File: config.mk
export PLATFORM = sky130hd
export DESIGN_NAME = regfile_dump
export DESIGN_NICKNAME = d
export VERILOG_FILES = /design/src/rtl/regfile_dump.sv
export SDC_FILE = /design/constraint.sdc
export NUM_CORES = 1
export LEC_CHECK = 0
export BUFFER_PORTS_ARGS = -buffer_cell sky130_fd_sc_hd__buf_2
export CORE_ASPECT_RATIO = 1.5
export CORE_MARGIN = 4
export CORE_UTILIZATION = 50
export CTS_CLUSTER_SIZE = 10
export DETAILED_ROUTE_END_ITERATION = 10
export PLACE_DENSITY = 0.82
export SYNTH_ARGS = -nofsm -noshare
export SYNTH_HDL_FRONTEND = slang
export SYNTH_SLANG_ARGS = --single-unit
File: constraint.sdc
create_clock -name clk -period 2.95 [get_ports clk]
set_clock_uncertainty 0.15 [all_clocks]
set_input_delay 0.4425 -clock clk [delete_from_list [all_inputs] [get_ports clk]]
set_output_delay 0.4425 -clock clk [all_outputs]
set_load 0.02 [all_outputs]
File: src/rtl/regfile_dump.sv
// regfile_dump: walks register indices 0..NREGS-1 through a spare regfile
// read port and streams each {index, value} pair over a valid/ready port.
// The engine only reads the register file; it never writes it.
module regfile_dump #(
   parameter int NREGS = 32,
   parameter int AW    = 5,
   parameter int DW    = 32
) (
   input  logic          clk,
   input  logic          rst_n,
   input  logic          start,
   input  logic          abort,
   output logic          busy,
   output logic          done,
   output logic [AW-1:0] rf_ra,
   input  logic [DW-1:0] rf_rd,
   output logic          out_valid,
   input  logic          out_ready,
   output logic [AW-1:0] out_idx,
   output logic [DW-1:0] out_data
);

   typedef enum logic [1:0] {
      S_IDLE,
      S_READ,
      S_SEND,
      S_DONE
   } state_t;

   localparam logic [AW-1:0] LAST_IDX = AW'(NREGS - 1);

   state_t        state_q, state_d;
   logic [AW-1:0] idx_q, idx_d;
   logic [AW-1:0] rf_ra_q, rf_ra_d;
   logic [AW-1:0] out_idx_q, out_idx_d;
   logic [DW-1:0] out_data_q, out_data_d;
   logic          out_valid_q, out_valid_d;

   // Next-state and datapath: one read cycle then one send cycle per register.
   always_comb begin
      state_d     = state_q;
      idx_d       = idx_q;
      out_idx_d   = out_idx_q;
      out_data_d  = out_data_q;
      out_valid_d = out_valid_q;

      case (state_q)
         S_IDLE: begin
            if (start) begin
               idx_d   = '0;
               state_d = S_READ;
            end
         end
         S_READ: begin
            if (abort) begin
               out_valid_d = 1'b0;
               state_d     = S_IDLE;
            end else begin
               // rf_ra_q already equals idx_q, so rf_rd is this index's value.
               out_data_d  = rf_rd;
               out_idx_d   = idx_q;
               out_valid_d = 1'b1;
               state_d     = S_SEND;
            end
         end
         S_SEND: begin
            if (abort) begin
               // A pair handshaking in the same cycle is dropped as well.
               out_valid_d = 1'b0;
               state_d     = S_IDLE;
            end else if (out_ready) begin
               out_valid_d = 1'b0;
               if (idx_q == LAST_IDX) begin
                  state_d = S_DONE;
               end else begin
                  idx_d   = idx_q + AW'(1);
                  state_d = S_READ;
               end
            end
         end
         S_DONE: begin
            state_d = S_IDLE;
         end
         default: begin
            out_valid_d = 1'b0;
            state_d     = S_IDLE;
         end
      endcase

      // The read address tracks idx while a dump is active and parks at 0
      // otherwise, so the READ cycle always sees a settled address.
      if ((state_d == S_READ) || (state_d == S_SEND)) begin
         rf_ra_d = idx_d;
      end else begin
         rf_ra_d = '0;
      end
   end

   // State and output registers with synchronous active-low reset.
   always_ff @(posedge clk) begin
      if (!rst_n) begin
         state_q     <= S_IDLE;
         idx_q       <= '0;
         rf_ra_q     <= '0;
         out_idx_q   <= '0;
         out_data_q  <= '0;
         out_valid_q <= 1'b0;
      end else begin
         state_q     <= state_d;
         idx_q       <= idx_d;
         rf_ra_q     <= rf_ra_d;
         out_idx_q   <= out_idx_d;
         out_data_q  <= out_data_d;
         out_valid_q <= out_valid_d;
      end
   end

   assign busy      = (state_q == S_READ) || (state_q == S_SEND);
   assign done      = (state_q == S_DONE);
   assign rf_ra     = rf_ra_q;
   assign out_valid = out_valid_q;
   assign out_idx   = out_idx_q;
   assign out_data  = out_data_q;

endmodule

# [Word-level counts from Yosys, hierarchy flattened]
# Index checks and enable logic that the tools add are counted.
[word_totals] ff_bits=50 in_bits=37 wordCells=37
[classes] add_sub_neg=1 n_eq_ne=7 muxes=15 bitwise=1 n_reduce_logical=7
[op_table] cell="2-to-1 mux 5 bit" count=4
[op_table] cell="2-to-1 mux 2 bit" count=5
[op_table] cell="one-hot mux 5 bit (2 select lines)" count=1
[op_table] cell="one-hot mux 2 bit (4 select lines)" count=1
[op_table] cell="== test 2 bit, second input constant" count=3
[op_table] cell="AND reduction 2 bit" count=3
[op_table] cell="adder 5 x 1 -> 5 bit, second input constant" count=1
[op_table] cell="== test 5 bit, second input constant" count=1
[op_table] cell="== test 2 x 1 -> 1 bit, second input constant" count=2
[op_table] cell="2-to-1 mux 1 bit" count=3
[op_table] cell="inequality test 3 bit, second input constant" count=1
[op_table] cell="logical NOT 2 bit" count=1
[op_table] cell="logical OR 1 bit" count=2
[op_table] cell="one-hot mux 1 bit (2 select lines)" count=1
[op_table] cell="nonzero test 2 bit" count=1
[op_table] cell="inverter 1 bit" count=1

# [Logic depth before layout (Yosys ltp)]
[logic_depth] ltp_word=8 ltp_mapped=7

# [Worst setup path before layout]
# Ideal clock, no wire load.
[synth_timing] kind="register -> register" startpoint="register state_q[1]" endpoint="register rf_ra_q[2], in the netlist rf_ra[2]" t_arrival_ns=1.574 slack_ns=1.114 stages_incl_launch_ff=6 n_path_buf=0 synth_period_minus_slack_ns=1.836 cell_sequence="dfxtp_1 inv_1 ha_1 mux2i_1 a22oi_1 a2111oi_1"
[synth_between] elab_chain_cells=6 elab_cells_between_ends=13
[synth_rtl] item="from (decl)" line="32" rtl="state_t state_q, state_d;"
[synth_rtl] item="from (signal assigned)" line="109" rtl="state_q <= state_d;"
[synth_rtl] item="2-to-1 mux 2 bit" line="71" rtl="end else if (out_ready) begin"
[synth_rtl] item="2-to-1 mux 2 bit" line="67" rtl="if (abort) begin"
[synth_rtl] item="one-hot mux 2 bit (4 select lines)" line="47" rtl="case (state_q)"
[synth_rtl] item="== test 2 x 1 -> 1 bit / == test 2 bit (equally long branches)" line="92" rtl="if ((state_d == S_READ) || (state_d == S_SEND)) begin"
[synth_rtl] item="logical OR 1 bit" line="92"
[synth_rtl] item="AND reduction 2 bit (no source line)"
[synth_rtl] item="to (signal assigned)" line="111" rtl="rf_ra_q <= rf_ra_d;"
[synth_rtl] item="to (decl)" line="34" rtl="logic [AW-1:0] rf_ra_q, rf_ra_d;"
# Several ways; a longest one is shown, not always the timed one.
# A chain may end at the register's enable or synchronous reset.

# [Final worst setup path]
[layout_timing] startpoint="register state_q[0]" endpoint="register rf_ra_q[0], in the netlist rf_ra[0]"
# The elaborated chain is that of the path after synthesis.

==> flow_summary.yaml <==
run_status:
  status: "finished clean"
sta:
  drv_slew: 0
  fin_crit_ns: 2.15
  timing.final.crit_share_pct: 72.8
  max_freq_mhz: 466
  hold_viol: 0
  tightest_slew_ns: 0.529
  hold_ws_ns: 0.226
  rsz0062_at_grt: "false"
  fin_tns_setup_ns: 0
  slew_headroom_pct: 64.5
  setup_viol: 0
worst_setup_path:
  crit_type: "reg2reg"
  cp_num_buf_inv: 1
  cpMaxStageDelayCell: "nor4b_2"
  reg2reg_from: "state_q[0]"
  crit_family: "simple AND/OR/NAND/NOR gates"
  start_kind: "flop"
  max_stage_delay_ns: 0.39
  cp_max_fo: 12
  reg2reg_to: "rf_ra[0]"
  crit_chain: "inv_1 -> ha_1 -> nand4b_1 -> nor4b_2 -> nor4_2 -> a2111oi_1"
  worstRegToRegCells: 6
  arrival_ns: 2.18
  required_ns: 2.98
  reg2reg_setup_slack_ns: 0.80
  cp.depth: 6
  crit_path_end_kind: "flop"
pwr:
  clock_power_share_pct: 31.6
  ir_worst_vdd_v: 0.000392
  p_sw_share_pct: 24.9
  comb_power_share_pct: 12.2
  seq_power_share_pct: 56.3
  p_leak_nw: 1.09
  power_density_nw_per_um2: 506
  p_sw_mw: 0.312
  internal_power_mw: 0.939
finish:
  nets: 356
  antenna_cells: 0
  area_growth_syn_to_layout_pct: 26.7
  drive_gt1_share_pct: 31.1
  final_common_cell: "buf_2"
  final_cell_mix: "buf_2 (81), nand2_1 (79), dfxtp_1 (50)"
clock_tree:
  cts_tree: "yes"
  clkTransAtPathRegs_ns: 0.08
  ctsRootBufferMaster: "clkbuf_8"
  insertion_delay_ns: 0.29
  cts_resized: 0
  numCtsBuffers: 5
  postCtsHoldBufs: 0
  cts_setup_buffers: 0
  cts_sinks: 50
  htreeDepth: 2
  cts_max_path_buffers: 2
yosys:
  syn-instance-count: 237
  yosysWarningCount: 0
  syn_area_per_cell_um2: 8.23
  synth_mux_area_share_pct: 0.513
  synth_simple_gate_area_share_pct: 24.8
  synth_compound_area_share_pct: 16.8
  yosys.area_share.adder_pct: 3.21
  ys_ff_latch: 50
  synth_nets: 279
  post_synth_xor_area_fraction_pct: 0
  synth-seq-area-share_pct: 51.3
  netlist_area_um2: 1950
  ys_types: 37
  synth_top_family_by_area: "simple AND/OR/NAND/NOR gates"
floorplan:
  dieArea_um2: 4990
  core_um2: 3720
  die_x_um: 59
  initial_core_util_pct: 52.5
  die_h_um: 84.5
  pin_count: 82
  rows: 27
route:
  drt_iter0_drc: 67
  drt-total-wl_mm: 4.79
  routedWlPerCell_um: 13.4
  first_pass_iters: 4
  route.vias.total: 1856
  antenna_left: 0
  route.detailed.drc: 0
  via_per_inst: 5.18
job:
  maxCapViolCount: 0
worst_hold_path:
  hp-class: "in2reg"
  hold_depth: 3
  whs_endpoint: "out_data[7]"
  worst_hold_startpoint: "rf_rd[7]"
global_route:
  grt_max_degree: 39
  grt_pass1_wl_mm: 7.64
  overflow: 0
  first_global_vias: 1716
  antenna_found_initial: 0
  track_usage_pct: 19.4
place:
  dp_hpwl_mm: 3.52
  finalWeightedCongestion: 0.896
  numPortBuffers: 81
-- power by group through the flow --
| stage | logic, mW | clock network (mW) | registers, mW |
|---|---|---|---|
| 3_5_place_dp | 0.154 | 0 | 0.720 |
| 3_3_place_gp | 0.152 | 0 | 0.719 |
| 5_1_grt | 0.169 | 0.442 | 0.707 |
| 2_1_floorplan | 0.0716 | 0 | 0.742 |
| 4_1_cts | 0.154 | 0.410 | 0.704 |
| 6_report | 0.152 | 0.395 | 0.704 |
-- routing by layer --
layer | global-route usage, % | vias to the layer above | wire, um
met5 | 0 | - | 0
met4 | 8.25 | 0 | 130
met3 | 4.00 | 13 | 251
met2 | 34.4 | 60 | 2580
met1 | 21.5 | 833 | 1820
li1 | - | 950 | -
-- synthesized netlist by cell type, drive strengths merged --
master	count	share of area, %
nand4	3	0.96
a21o	1	0.39
o21ai	4	1.2
a31oi	1	0.32
o31ai	2	1.0
nor3	2	0.51
ha	5	3.2
nor2	7	1.3
dfxtp	50	51
and3	1	0.32
a2111oi	3	1.5
inv	3	0.58
o22ai	1	0.32
a21oi	42	11
and2b	1	0.39
a22oi	1	0.39
o31a	1	0.45
clkbuf	7	1.3
nand4b	2	0.90
and2	1	0.32
mux2i	1	0.51
buf	7	1.5
nand2	80	16
nor4	3	1.6
or2	1	0.32
nor2b	1	0.32
nor4b	2	1.2
a21boi	1	0.39
nand3b	1	0.39
nand2b	2	0.64
-- through the flow --
| step | utilization [%] | power, mW | area, um2 | std cells | setup slack, ns |
|---|---|---|---|---|---|
| 3_3_place_gp | 64.0 | 0.871 | 2380 | 350 | 0.936 |
| 2_1_floorplan | - | 0.814 | 1950 | 237 | 1.11 |
| 6_report | 66.5 | 1.25 | 2470 | 358 | 0.803 |
| 3_5_place_dp | 64.0 | 0.874 | 2380 | 350 | 0.818 |
| 4_1_cts | 66.5 | 1.27 | 2470 | 358 | 0.805 |
| 5_1_grt | 66.5 | 1.32 | 2470 | 358 | 0.584 |
-- sequential cells by signal, indices dropped and copies added (netlist names) --
| register | count |
|---|---|
| idx_q | 5 |
| out_data | 32 |
| out_idx | 5 |
| out_valid | 1 |
| rf_ra | 5 |
| state_q | 2 |
-- worst register-to-register path, delay by kind of cell, from the launching register on --
| family | cells | cell delay (ns) |
|---|---|---|
| AND/OR/NAND/NOR | 3 | 0.72 |
| adder cells (fa/ha/maj) | 1 | 0.39 |
| flip-flops | 1 | 0.36 |
| AO/OA/AOI/OAI | 1 | 0.33 |
| buffers and inverters | 1 | 0.09 |
-- kinds of logic after synthesis --
logic type | Yosys count
AND/OR/NAND/NOR | 107
AO/OA/AOI/OAI | 57
flip-flops | 50
buffers and inverters | 17
adder cells (fa/ha/maj) | 5
multiplexers | 1
-- cell type report --
type                            instances  area, um2
Clock buffer                            7       86.3
Clock inverter                          1       5.00
Fill cell                             371       1240
Inverter                                3       11.3
Multi-Input combinational cell        170        886
Sequential cell                        50       1000
Tap cell                               43       53.8
Timing Repair Buffer                   84        428
-- worst max path at each step --
stage	start	slack (ns)	to
finish	state_q[0]	0.80	rf_ra[0]
global route	state_q[0]	0.58	rf_ra[0]
CTS	state_q[0]	0.81	rf_ra[2]
detailed placement	state_q[0]	0.82	rf_ra[2]
global placement	state_q[0]	0.94	rf_ra[0]
floorplan	state_q[1]	1.11	rf_ra[2]
Note: power is estimated with default switching activity, not from simulation.
